**config.mk**
```make
export PLATFORM = sky130hd
export DESIGN_NAME = interrupt_scheduler
export DESIGN_NICKNAME = d
export VERILOG_FILES = /design/src/rtl/int_sched_pkg.sv /design/src/rtl/ext_int_latch.sv /design/src/rtl/interrupt_scheduler.sv
export SDC_FILE = /design/constraint.sdc
export NUM_CORES = 1
export LEC_CHECK = 0
export BUFFER_PORTS_ARGS = -buffer_cell sky130_fd_sc_hd__buf_2
export CORE_MARGIN = 5
export CORE_UTILIZATION = 41
export DETAILED_ROUTE_END_ITERATION = 10
export HOLD_SLACK_MARGIN = 0.06
export PLACE_DENSITY = 0.82
export SKIP_LAST_GASP = 1
export SLEW_MARGIN = 10
export SYNTH_ARGS = -nofsm -noshare
export SYNTH_HDL_FRONTEND = slang
export SYNTH_HIERARCHICAL = 1
export SYNTH_SLANG_ARGS = --single-unit
```
**constraint.sdc**
```tcl
create_clock -name clock -period 1.7 [get_ports clock]
set_clock_uncertainty 0.2 [all_clocks]
set_input_delay 0.085 -clock clock [delete_from_list [all_inputs] [get_ports clock]]
set_output_delay 0.085 -clock clock [all_outputs]
set_load 0.02 [all_outputs]
```
**src/rtl/int_sched_pkg.sv**
```systemverilog
// int_sched_pkg: shared constants, source/state encodings and helpers for interrupt_scheduler.
package int_sched_pkg;
  typedef enum logic [2:0] {SRC_EX0, SRC_TF0, SRC_EX1, SRC_TF1, SRC_SER} src_e;
  typedef enum logic [1:0] {ST_IDLE, ST_PEND, ST_HOLD} state_e;
  localparam int NSRC = 5;
  localparam logic LVL_LOW = 1'b0;
  localparam logic LVL_HIGH = 1'b1;
  localparam logic [7:0] VEC_EX0 = 8'h03;
  localparam logic [7:0] VEC_TF0 = 8'h0B;
  localparam logic [7:0] VEC_EX1 = 8'h13;
  localparam logic [7:0] VEC_TF1 = 8'h1B;
  localparam logic [7:0] VEC_SER = 8'h23;
  function automatic logic [7:0] vec_of(src_e s);
    return s == SRC_EX0 ? VEC_EX0 : s == SRC_TF0 ? VEC_TF0 : s == SRC_EX1 ? VEC_EX1 :
           s == SRC_TF1 ? VEC_TF1 : VEC_SER;
  endfunction
  // Lowest set index wins, giving EX0 > TF0 > EX1 > TF1 > SER.
  function automatic src_e first_src(logic [NSRC-1:0] m);
    src_e r;
    r = SRC_SER;
    for (int i = NSRC - 1; i >= 0; i--)
      if (m[i]) r = src_e'(3'(i));
    return r;
  endfunction
endpackage

```
**src/rtl/ext_int_latch.sv**
```systemverilog
// ext_int_latch: IE flag for one external pin; edge capture only when INT_SCHED_EXT_EDGE_EN is defined.
module ext_int_latch (
  input  logic clock,
  input  logic reset,
  input  logic it,
  input  logic ext_n,
  input  logic clr,
  output logic flag
);
`ifdef INT_SCHED_EXT_EDGE_EN
  logic ext_n_q, edge_q;
  always_ff @(posedge clock) begin
    if (!reset) begin
      ext_n_q <= 1'b1;
      edge_q <= 1'b0;
    end else begin
      ext_n_q <= ext_n;
      edge_q <= (ext_n_q && !ext_n) ? 1'b1 : clr ? 1'b0 : edge_q;
    end
  end
  assign flag = it ? edge_q : ~ext_n;
`else
  logic unused;
  assign unused = &{1'b0, clock, reset, it, clr};
  assign flag = ~ext_n;
`endif
endmodule

```
**src/rtl/interrupt_scheduler.sv**
```systemverilog
// interrupt_scheduler: 8051 five-source two-level interrupt scheduler; INT_SCHED_EXT_EDGE_EN enables edge-triggered external pins.
module interrupt_scheduler
  import int_sched_pkg::*;
(
  input  logic       clock,
  input  logic       reset,
  input  logic [7:0] ie,
  input  logic [4:0] ip,
  input  logic       it0,
  input  logic       it1,
  input  logic       ext0_n,
  input  logic       ext1_n,
  input  logic       tf0,
  input  logic       tf1,
  input  logic       ser_flag,
  input  logic       int_ack,
  input  logic       reti,
  output logic       int_req,
  output logic [7:0] int_vec,
  output logic       tf0_clr,
  output logic       tf1_clr,
  output logic       ie0_clr,
  output logic       ie1_clr,
  output logic [1:0] in_service
);
  logic ie0_flag, ie1_flag;
  ext_int_latch u_ext0 (.clock(clock), .reset(reset), .it(it0), .ext_n(ext0_n), .clr(ie0_clr), .flag(ie0_flag));
  ext_int_latch u_ext1 (.clock(clock), .reset(reset), .it(it1), .ext_n(ext1_n), .clr(ie1_clr), .flag(ie1_flag));
  state_e state;
  src_e src_q, cand_src;
  logic lvl_q, cand_lvl, cand_ok, reti_ok, ack_ok;
  logic [NSRC-1:0] flags, elig, hi, lo;
  logic [1:0] clr_mask, set_mask, ie_clr_d;
  assign flags = {ser_flag, tf1, ie1_flag, tf0, ie0_flag};
  assign elig = ie[7] ? flags & ie[4:0] : '0;
  assign hi = elig & ip;
  assign lo = elig & ~ip;
  assign cand_lvl = |hi;
  assign cand_src = first_src(cand_lvl ? hi : lo);
  assign cand_ok = |elig && (cand_lvl ? !in_service[1] : in_service == 2'b00);
  assign reti_ok = reti && |in_service;
  assign ack_ok = int_ack && state == ST_PEND;
  // RETI retires the most recent (highest) level; a same-cycle ack re-sets its own level afterwards.
  assign clr_mask = !reti_ok ? 2'b00 : in_service[1] ? 2'b10 : 2'b01;
  assign set_mask = !ack_ok ? 2'b00 : lvl_q ? 2'b10 : 2'b01;
`ifdef INT_SCHED_EXT_EDGE_EN
  assign ie_clr_d = {ack_ok && src_q == SRC_EX1 && it1, ack_ok && src_q == SRC_EX0 && it0};
`else
  assign ie_clr_d = 2'b00;
`endif
  always_ff @(posedge clock) begin
    if (!reset) begin
      state <= ST_IDLE;
      int_req <= 1'b0;
      int_vec <= 8'h00;
      src_q <= SRC_EX0;
      lvl_q <= LVL_LOW;
      in_service <= 2'b00;
      tf0_clr <= 1'b0;
      tf1_clr <= 1'b0;
      ie0_clr <= 1'b0;
      ie1_clr <= 1'b0;
    end else begin
      in_service <= (in_service & ~clr_mask) | set_mask;
      tf0_clr <= ack_ok && src_q == SRC_TF0;
      tf1_clr <= ack_ok && src_q == SRC_TF1;
      ie0_clr <= ie_clr_d[0];
      ie1_clr <= ie_clr_d[1];
      case (state)
        ST_IDLE:
          if (reti_ok) state <= ST_HOLD;
          else if (cand_ok) begin
            state <= ST_PEND;
            int_req <= 1'b1;
            int_vec <= vec_of(cand_src);
            src_q <= cand_src;
            lvl_q <= cand_lvl;
          end
        ST_PEND:
          if (ack_ok || !ie[7]) begin
            state <= ST_IDLE;
            int_req <= 1'b0;
          end
        ST_HOLD: state <= reti_ok ? ST_HOLD : ST_IDLE;
        default: state <= ST_IDLE;
      endcase
    end
  end
endmodule
```
==> results.json <==
{
  "status": "finished with violations",
  "failed_checks": "setup timing",
  "grt_pass1_wl_um": 3660,
  "vias": 921,
  "yosys.cell_types.count": 42,
  "min_path_cells": 4,
  "drive_gt1_share_pct": 43.4,
  "clock_insertion_delay_worst_skew_ps": 280,
  "tritoncts.num_buffers": 3,
  "seq_area_frac_synth_pct": 35.1,
  "yosys_warnings": 6,
  "synth_largest_type_area_fraction_pct": 35.1,
  "insertedDiodeCount": 0,
  "leading_cell_types_by_total_area_after_synthesis": "dfxtp_1 35%, buf_4 5.3%, nand4_4 5.0%, nand3_1 4.1%, nand4_1 3.7%",
  "syn-mean-instance-area_um2": 9.29,
  "tritoncts_num_sinks": 15,
  "yosysMostFrequentCell": "dfxtp_1",
  "cts.root.buffer_cell": "clkbuf_4",
  "grt_setup_unrepaired": "true",
  "synth.cells.most_frequent": "15 x dfxtp_1, 8 x nand2_1, 7 x nand3_1, 7 x nor2_1, 6 x buf_4",
  "post_synth_inst_count": 92,
  "dieArea_um2": 3100,
  "ios": 39,
  "setup_ws_ps": -12.8,
  "ys_dominant_reg_cell": "dfxtp_1",
  "post_dp_cell_area_um2": 1070,
  "synth_seq_cells": 15,
  "clk_pin_slew_ps": 90,
  "avgViaCountPerCell": 5.42,
  "critical_path.reg2reg.startpoint": "in_service[1]",
  "timing.critical_path.from_type": "register",
  "layout_worst_path_cycle_share_pct": 101,
  "first_pass_iters": 5,
  "max_cap_viol_count": 0,
  "synth-edff-count": 0,
  "syn_area_um2": 855,
  "total_power_mw": 0.829,
  "ff2ff_setup_slack_ps": -10,
  "post_drt_wl_per_cell_um": 13.1,
  "slew_viol_final": 0,
  "cellLeakagePower_nw": 0.547,
  "worst_hold_startpoint": "ip[2]",
  "route.final.wire_length_um": 2230,
  "initial_core_util_pct": 43.1,
  "chipWidth_um": 55.7,
  "design_area_um2": 1230,
  "areaGrowthSynthToFinish_pct": 44.2,
  "grt.overflow.total": 0,
  "core-area_um2": 1980,
  "number_of_antenna_violations_at_the_first_check_in_global_routing": 0,
  "nNetsFinal": 168,
  "h-tree-depth": 1,
  "arrival_ps": 1720,
  "rr_worst_depth": 5,
  "drtAntennaViolNets": 0,
  "fraction_of_synthesis_flops_using_an_asynchronous_set_or_reset_pin_pct": 0,
  "hold_viol": 0,
  "critPathKind": "reg -> reg",
  "hold_ws_ps": 59.3,
  "place.detailed.hpwl_um": 1650,
  "crit_required_ps": 1710,
  "peakVddDrop_mv": 0.320,
  "max_fclk_mhz": 584,
  "port_buffers": 29,
  "p_per_area_nw_per_um2": 672,
  "drt_iter0_markers": 24,
  "largest_fanout_of_any_net_on_the_critical_path": 5,
  "drc_errors": 0,
  "final_gp_congestion": 0.819,
  "final-setup-viol-count": 3,
  "clk_path_buf_depth": 2,
  "instances_no_fill": 170,
  "critical_register_to_register_path_endpoint": "int_vec[3]",
  "grt_max_degree": 10,
  "setup.worst_path.end_class": "register",
  "final_period_minus_worst_setup_slack_ps": 1710,
  "placement_rows": 16,
  "fillerInstances": 180,
  "grt.total_usage_pct": 14.5,
  "first_global_vias": 915,
  "worst_hold_path_class": "in -> reg",
  "tritoncts": "yes",
  "timing.hold.worst_endpoint": "int_vec[4]",
  "final.setup.tns_ps": -27.8,
  "placedCellCount": 153,
  "synth.largest_area_cell": "dfxtp_1",
  "chipHeight_um": 55.7
}
==> per-layer routing <==
| metal | global-route usage [%] | share of wire (%) | vias up |
|---|---|---|---|
| met5 | 0 | 0 | - |
| met4 | 9.03 | 1.4 | 0 |
| met3 | 2.32 | 7.9 | 3 |
| met2 | 26.2 | 50 | 47 |
| met1 | 15.5 | 40 | 428 |
| li1 | - | - | 443 |
==> sequential cells by signal (all words and copies together) (netlist names) <==
name,count
state,2
int_vec,4
src_q,3
tf0_clr,1
in_service,2
lvl_q,1
tf1_clr,1
int_req,1
==> critical path: stages (launching register included) <==
cell and delay [ps]:
dfxtp_2 340, nor4b_4 270, nand2_2 130, a211oi_4 330, nand2_2 100, o31ai_1 250
==> kinds of logic after synthesis <==
logic type      Yosys count  share of synthesized area (%)
other cells               1                          0.439
compound gates           20                           20.9
buf+inv                  12                           8.78
simple gates             44                           34.7
flops                    15                           35.1
==> cell type report <==
cell class	count	area (um^2)	area share (%)
Clock buffer	3	22.5	1.83
Clock inverter	1	5.00	0.406
Inverter	4	15.0	1.22
Multi-Input combinational cell	69	499	40.5
Sequential cell	15	303	24.6
Tap cell	27	33.8	2.74
Timing Repair Buffer	51	354	28.7
==> worst max path at each step <==
stage,endpoint,start
after global placement,src_q[0],state[0]
after CTS,src_q[0],state[0]
after global routing,int_vec[3],in_service[1]
final,int_vec[3],in_service[1]
after floorplan,src_q[0],in_service[1]
after detailed placement,src_q[0],state[0]
==> report_power, final <==
group / switching, mW / internal [mW] / total, mW
sequential: 0.0142 / 0.372 / 0.387
combinational: 0.126 / 0.111 / 0.237
clock: 0.117 / 0.0877 / 0.205
total: 0.257 / 0.571 / 0.829
==> placed cells by master (no fill, tap or decap), types with 2 or more instances in the layout <==
cell / Yosys / final
a41o_2: 2 / 2
buf_2: 0 / 29
buf_4: 6 / 9
clkbuf_4: 0 / 3
conb_1: 1 / 5
dfxtp_1: 15 / 13
dfxtp_2: 0 / 2
dlygate4sd3_1: 0 / 11
inv_1: 3 / 3
nand2_1: 8 / 8
nand2_2: 2 / 2
nand3_1: 7 / 7
nand4_1: 5 / 5
nand4_4: 2 / 2
nor2_1: 7 / 5
nor2_2: 0 / 2
nor4_1: 2 / 2
o21ai_0: 2 / 2
o21ai_1: 2 / 2
==> through the flow <==
step | setup WS, ps | utilization (%)
after floorplan | 45.1 | -
after global placement | 22.6 | 53.9
after detailed placement | -55.4 | 53.9
after CTS | 4.72 | 60.9
after global routing | -122 | 62.2
final | -12.8 | 62.2
==> repair_timing <==
item	in CTS	in global routing
endpoints found under the hold margin	15	0
resized for setup	1	4
buffers inserted	0	2
endpoints found under the setup margin	3	9
pin swaps	2	6
hold buffers	11	0
gates cloned	0	0
No activity file was read; power rests on OpenSTA's default activity.
